**src/rtl/mem_bus_pkg.sv**
```systemverilog
// Shared types for the memory bus unit: FSM states, grant encoding and
// the byte-offset width helper.
package mem_bus_pkg;

    typedef enum logic [1:0] {
        ST_IDLE   = 2'd0,
        ST_ACCESS = 2'd1,
        ST_RESP   = 2'd2
    } state_e;

    typedef enum logic {
        GNT_FETCH = 1'b0,
        GNT_DATA  = 1'b1
    } grant_e;

    // Number of byte-offset bits inside one memory word.
    function automatic int lsb_width(input int data_w);
        return $clog2(data_w / 8);
    endfunction

endpackage

```
**src/rtl/mem_bus_arbiter.sv**
```systemverilog
// Two-way grant between fetch and data requests; on contention the side
// that did not win last time is chosen so neither can starve.
module mem_bus_arbiter
    import mem_bus_pkg::*;
(
    input  logic   if_req_i,
    input  logic   d_req_i,
    input  grant_e last_grant_i,
    output logic   gnt_valid_o,
    output grant_e gnt_o
);

    always_comb begin
        gnt_valid_o = if_req_i | d_req_i;
        gnt_o       = GNT_FETCH;
        if (d_req_i && !(if_req_i && last_grant_i == GNT_DATA)) begin
            gnt_o = GNT_DATA;
        end
    end

endmodule

```
**src/rtl/mem_bus_unit.sv**
```systemverilog
// Arbitrated fetch/load-store port onto a single word-addressed memory with
// a request/acknowledge handshake bounded by TIMEOUT cycles.
module mem_bus_unit
    import mem_bus_pkg::*;
#(
    parameter int DATA_W  = 32,
    parameter int PC_W    = 32,
    parameter int ADDR_W  = 16,
    parameter int TIMEOUT = 15
) (
    input  logic              CLK,
    input  logic              RST,
    input  logic              IF_REQ,
    input  logic [PC_W-1:0]   IF_ADDR,
    output logic              IF_VALID,
    output logic [DATA_W-1:0] IF_DATA,
    output logic              IF_ERR,
    input  logic              D_REQ,
    input  logic              D_WE,
    input  logic [PC_W-1:0]   D_ADDR,
    input  logic [DATA_W-1:0] D_WDATA,
    output logic              D_VALID,
    output logic [DATA_W-1:0] D_RDATA,
    output logic              D_ERR,
    output logic              MEM_REQ,
    output logic [ADDR_W-1:0] MEM_ADDR,
    output logic              MEM_WRITE_ENABLE,
    output logic [DATA_W-1:0] MEM_STORE,
    input  logic [DATA_W-1:0] MEM_LOAD,
    input  logic              MEM_ACK
);

    localparam int LSB   = lsb_width(DATA_W);
    localparam int CNT_W = (TIMEOUT > 1) ? $clog2(TIMEOUT) : 1;
    localparam logic [CNT_W-1:0] CNT_LAST   = CNT_W'(TIMEOUT - 1);
    localparam logic [PC_W-1:0]  ALIGN_MASK = PC_W'((1 << LSB) - 1);

    state_e             state_q, state_d;
    grant_e             last_grant_q, last_grant_d;
    grant_e             grant_q, grant_d;
    logic [CNT_W-1:0]   cnt_q, cnt_d;
    logic               mem_req_q, mem_req_d;
    logic               mem_we_q, mem_we_d;
    logic [ADDR_W-1:0]  mem_addr_q, mem_addr_d;
    logic [DATA_W-1:0]  mem_store_q, mem_store_d;
    logic               if_valid_q, if_valid_d;
    logic               if_err_q, if_err_d;
    logic               d_valid_q, d_valid_d;
    logic               d_err_q, d_err_d;
    logic [DATA_W-1:0]  if_data_q, if_data_d;
    logic [DATA_W-1:0]  d_rdata_q, d_rdata_d;

    logic               gnt_valid;
    grant_e             gnt;
    logic [PC_W-1:0]    sel_addr;
    logic               misaligned;

    mem_bus_arbiter u_arb (
        .if_req_i     (IF_REQ),
        .d_req_i      (D_REQ),
        .last_grant_i (last_grant_q),
        .gnt_valid_o  (gnt_valid),
        .gnt_o        (gnt)
    );

    assign sel_addr   = (gnt == GNT_DATA) ? D_ADDR : IF_ADDR;
    assign misaligned = |(sel_addr & ALIGN_MASK);

    always_comb begin
        state_d      = state_q;
        last_grant_d = last_grant_q;
        grant_d      = grant_q;
        cnt_d        = cnt_q;
        mem_req_d    = mem_req_q;
        mem_we_d     = mem_we_q;
        mem_addr_d   = mem_addr_q;
        mem_store_d  = mem_store_q;
        if_data_d    = if_data_q;
        d_rdata_d    = d_rdata_q;
        if_valid_d   = 1'b0;
        if_err_d     = 1'b0;
        d_valid_d    = 1'b0;
        d_err_d      = 1'b0;

        case (state_q)
            ST_IDLE: begin
                cnt_d = '0;
                if (gnt_valid) begin
                    if (misaligned) begin
                        if_err_d = (gnt == GNT_FETCH);
                        d_err_d  = (gnt == GNT_DATA);
                        state_d  = ST_RESP;
                    end else begin
                        mem_req_d    = 1'b1;
                        mem_addr_d   = ADDR_W'(sel_addr >> LSB);
                        mem_we_d     = (gnt == GNT_DATA) ? D_WE : 1'b0;
                        mem_store_d  = (gnt == GNT_DATA) ? D_WDATA : mem_store_q;
                        last_grant_d = gnt;
                        grant_d      = gnt;
                        state_d      = ST_ACCESS;
                    end
                end
            end
            ST_ACCESS: begin
                // An ack on the threshold cycle still counts as success.
                if (MEM_ACK) begin
                    mem_req_d = 1'b0;
                    mem_we_d  = 1'b0;
                    if (grant_q == GNT_DATA) begin
                        d_valid_d = 1'b1;
                        if (!mem_we_q) begin
                            d_rdata_d = MEM_LOAD;
                        end
                    end else begin
                        if_valid_d = 1'b1;
                        if_data_d  = MEM_LOAD;
                    end
                    state_d = ST_RESP;
                end else if (cnt_q == CNT_LAST) begin
                    mem_req_d = 1'b0;
                    mem_we_d  = 1'b0;
                    if_err_d  = (grant_q == GNT_FETCH);
                    d_err_d   = (grant_q == GNT_DATA);
                    state_d   = ST_RESP;
                end else begin
                    cnt_d = cnt_q + 1'b1;
                end
            end
            ST_RESP: begin
                state_d = ST_IDLE;
            end
            default: begin
                state_d = ST_IDLE;
            end
        endcase
    end

    always_ff @(posedge CLK) begin
        if (RST) begin
            state_q      <= ST_IDLE;
            last_grant_q <= GNT_FETCH;
            grant_q      <= GNT_FETCH;
            cnt_q        <= '0;
            mem_req_q    <= 1'b0;
            mem_we_q     <= 1'b0;
            mem_addr_q   <= '0;
            mem_store_q  <= '0;
            if_valid_q   <= 1'b0;
            if_err_q     <= 1'b0;
            d_valid_q    <= 1'b0;
            d_err_q      <= 1'b0;
            if_data_q    <= '0;
            d_rdata_q    <= '0;
        end else begin
            state_q      <= state_d;
            last_grant_q <= last_grant_d;
            grant_q      <= grant_d;
            cnt_q        <= cnt_d;
            mem_req_q    <= mem_req_d;
            mem_we_q     <= mem_we_d;
            mem_addr_q   <= mem_addr_d;
            mem_store_q  <= mem_store_d;
            if_valid_q   <= if_valid_d;
            if_err_q     <= if_err_d;
            d_valid_q    <= d_valid_d;
            d_err_q      <= d_err_d;
            if_data_q    <= if_data_d;
            d_rdata_q    <= d_rdata_d;
        end
    end

    assign IF_VALID         = if_valid_q;
    assign IF_ERR           = if_err_q;
    assign IF_DATA          = if_data_q;
    assign D_VALID          = d_valid_q;
    assign D_ERR            = d_err_q;
    assign D_RDATA          = d_rdata_q;
    assign MEM_REQ          = mem_req_q;
    assign MEM_ADDR         = mem_addr_q;
    assign MEM_WRITE_ENABLE = mem_we_q;
    assign MEM_STORE        = mem_store_q;

endmodule

```
**config.mk**
```make
export PLATFORM = sky130hd
export DESIGN_NAME = mem_bus_unit
export DESIGN_NICKNAME = d
export VERILOG_FILES = /design/src/rtl/mem_bus_pkg.sv /design/src/rtl/mem_bus_arbiter.sv /design/src/rtl/mem_bus_unit.sv
export SDC_FILE = /design/constraint.sdc
export NUM_CORES = 1
export LEC_CHECK = 0
export ABC_CLOCK_PERIOD_IN_PS = 3000
export CORE_ASPECT_RATIO = 1.4
export CORE_MARGIN = 1.5
export CORE_UTILIZATION = 42
export DETAILED_ROUTE_END_ITERATION = 6
export HOLD_SLACK_MARGIN = 0.15
export PLACE_DENSITY = 0.85
export SYNTH_ARGS = -nofsm -noshare
export SYNTH_HDL_FRONTEND = slang
export SYNTH_SLANG_ARGS = --single-unit
```
**constraint.sdc**
```tcl
create_clock -name CLK -period 3 [get_ports CLK]
set_input_delay 0.3 -clock CLK [delete_from_list [all_inputs] [get_ports CLK]]
set_output_delay 0.3 -clock CLK [all_outputs]
set_load 0.05 [all_outputs]
```
==> impl_metrics.env <==
export IMPL_crit_path_end="D_RDATA[14]"
export IMPL_viasPerCell=5.19
export IMPL_worstMarginPinSlew_ns=1.18
export IMPL_core_area_mm2=0.0109
export IMPL_overflow=0
export IMPL_firstDrtPassIters=5
export IMPL_design_area_mm2=0.00760
export IMPL_gp_congestion=0.773
export IMPL_rsz0062_at_grt="no"
export IMPL_period_needed_ns=2.35
export IMPL_synthFlopType="dfxtp_1"
export IMPL_critPathArrivalTime_ns=2.67
export IMPL_die_width_um=92.9
export IMPL_portBuffers=223
export IMPL_synth_distinct_cells=42
export IMPL_cap_violations=0
export IMPL_syn_area_mm2=0.00475
export IMPL_power_leakage_nw=2.74
export IMPL_crit_path_end_kind="register"
export IMPL_syn_area_per_cell_um2=8.07
export IMPL_cts_tree="built"
export IMPL_fin_skew_ns=0.00497
export IMPL_setup_tns_ns=0
export IMPL_wl_per_cell_um=15.1
export IMPL_seq_area_frac_synth_pct=52.7
export IMPL_r2r_setup_slack_ns=0.65
export IMPL_ys_ff_latch=125
export IMPL_layout_drive_gt1_share_pct=5.96
export IMPL_netlist_top_cells_area="dfxtp_1 (53%), nand2_1 (16%), a21oi_1 (11%)"
export IMPL_rows=45
export IMPL_start_kind="register"
export IMPL_crit_required_ns=3.32
export IMPL_cts_resized=0
export IMPL_async_flop_share_pct=0
export IMPL_cts_setup_buffers=0
export IMPL_synth_nets=725
export IMPL_synth_common_cells="nand2_1 (197), dfxtp_1 (125), a21oi_1 (102)"
export IMPL_crit_type="register to register"
export IMPL_drc=0
export IMPL_start_util_pct=43.5
export IMPL_hold_viol_final=0
export IMPL_status="finished clean"
export IMPL_p_total_mw=4.28
export IMPL_grtUsageTotal_pct=23.4
export IMPL_relSlewSlack_pct=21.4
export IMPL_dp_hpwl_um=10000
export IMPL_antenna_found_initial=0
export IMPL_fillers=850
export IMPL_synth_most_common_cell="nand2_1"
export IMPL_hold_path_startpoint="D_WDATA[15]"
export IMPL_netlist_instances=589
export IMPL_drt_total_wl_um=14200
export IMPL_finalSetupViolations=0
export IMPL_grt_pass1_vias=4709
export IMPL_clk_latency_ns=0.40
export IMPL_post_route_period_util_pct=78.3
export IMPL_synth_top_area_share_pct=52.7
export IMPL_grt_pass1_wl_um=22200
export IMPL_maxSlewViolCount=0
export IMPL_drtIter0Drc=214
export IMPL_r2r_end="D_RDATA[14]"
export IMPL_cts_htree_levels=4
export IMPL_crit_path_max_fanout=32
export IMPL_numCtsBuffers=17
export IMPL_min_path_type="primary input to register"
export IMPL_dpl_cell_area_mm2=0.00702
export IMPL_clk_path_buf_depth=2
export IMPL_vias=4907
export IMPL_grt_max_degree=56
export IMPL_ant_nets=0
export IMPL_fin_nets=929
export IMPL_diodes=0
export IMPL_io_pins=252
export IMPL_startpoint="state_q[1]"
export IMPL_clkSinkCount=125
export IMPL_yosys_warnings=0
export IMPL_synth_top_area_cell="dfxtp_1"
export IMPL_powerDensity_mw_per_mm2=563
export IMPL_max_freq_mhz=426
export IMPL_die_area_mm2=0.0120
export IMPL_clk_pin_slew_ns=0.05
export IMPL_synth_edf_count=0
export IMPL_cts_root_buf="clkbuf_16"
export IMPL_r2r_start="state_q[1]"
export IMPL_fp_dieH_um=129
export IMPL_vdd_drop_max_mv=0.566
export IMPL_rr_worst_depth=4
export IMPL_syn2layout_area_growth_pct=59.9
export IMPL_cts_hold_buf=0
## routing by layer
| metal | global-route usage, % | share of wire [%] | vias up |
|---|---|---|---|
| met5 | 0 | 0 | - |
| met4 | 9.54 | 2.7 | 0 |
| met3 | 6.15 | 6.2 | 27 |
| met2 | 42.9 | 53 | 211 |
| met1 | 25.2 | 38 | 2286 |
| li1 | - | - | 2383 |
## cell families (layout without fill, tap and decap cells)
family	Yosys count	after routing	synth area share, %
AND/OR/NAND/NOR	259	259	22.9
AO/OA/AOI/OAI	149	149	18.4
flip-flops	125	125	52.7
buffers and inverters	53	269	5.27
adder cells (fa/ha/maj)	2	2	0.527
multiplexers	1	1	0.316
## how the worst min path moves through the flow
stage	endpoint	slack, ns	depth (start not counted)
final	MEM_STORE[15]	0.45	3
after global routing	MEM_STORE[23]	0.45	3
after CTS	MEM_STORE[23]	0.43	3
after detailed placement	D_RDATA[30]	0.45	2
after global placement	D_RDATA[4]	0.44	2
after floorplan	D_RDATA[0]	0.44	2
## worst max-delay path: stages, from the launching register on
cell	delay (ns)
dfxtp_1	0.52
nand2b_1	0.38
or3_1	0.96
nand2_1	0.20
a21oi_1	0.21
## flip-flops by register name, summed over array words and instances (netlist names)
name / count
grant_q: 1
IF_DATA: 32
MEM_WRITE_ENABLE: 1
D_ERR: 1
D_RDATA: 32
state_q: 2
IF_ERR: 1
IF_VALID: 1
cnt_q: 4
MEM_ADDR: 16
MEM_STORE: 32
MEM_REQ: 1
D_VALID: 1
## cell type report
class / count / area [µm²] / area share (%)
Timing Repair Buffer: 233 / 2300 / 30.3
Multi-Input combinational cell: 411 / 2020 / 26.6
Clock buffer: 22 / 464 / 6.11
Inverter: 5 / 18.8 / 0.247
Sequential cell: 125 / 2500 / 32.9
Clock inverter: 9 / 114 / 1.50
Tap cell: 141 / 176 / 2.32
## stage by stage
stage / instances / hold slack [ns] / setup slack, ns / utilization [%]
finish: 946 / 0.450 / 0.651 / 69.6
global route: 946 / 0.446 / 0.433 / 69.6
CTS: 946 / 0.430 / 0.631 / 69.6
detailed placement: 915 / 0.447 / 0.639 / 64.3
global placement: 915 / 0.441 / 0.670 / 64.3
floorplan: 589 / 0.436 / 1.38 / -
## cells in the final DEF, fill, tap and decap left out, types with 2 or more instances in the layout
cell             Yosys  layout
o21ai_0             17      17
a21oi_1            102     102
nor3_4               0       2
or3_1                2       2
clkbuf_8             0       2
o211a_1             16      16
clkdlybuf4s50_1      0     222
ha_1                 2       2
clkinvlp_4           0       3
or2_2                3       3
clkinv_4             0       3
clkbuf_1            22       3
nor4_1               2       2
a31oi_1              2       2
inv_1                5       5
clkbuf_16            0      17
dfxtp_1            125     125
nor3_1              39      39
buf_4                1      11
nand2_1            197     197
nor2_1               4       4
bufinv_16            0       2
## report_power, final
group	switching [mW]	internal, mW	total [mW]
clock network	0.704	1.26	1.97
logic	0.321	0.251	0.572
registers	0.0315	1.71	1.74
total	1.06	3.22	4.28
(Power assumes the default switching activity.)
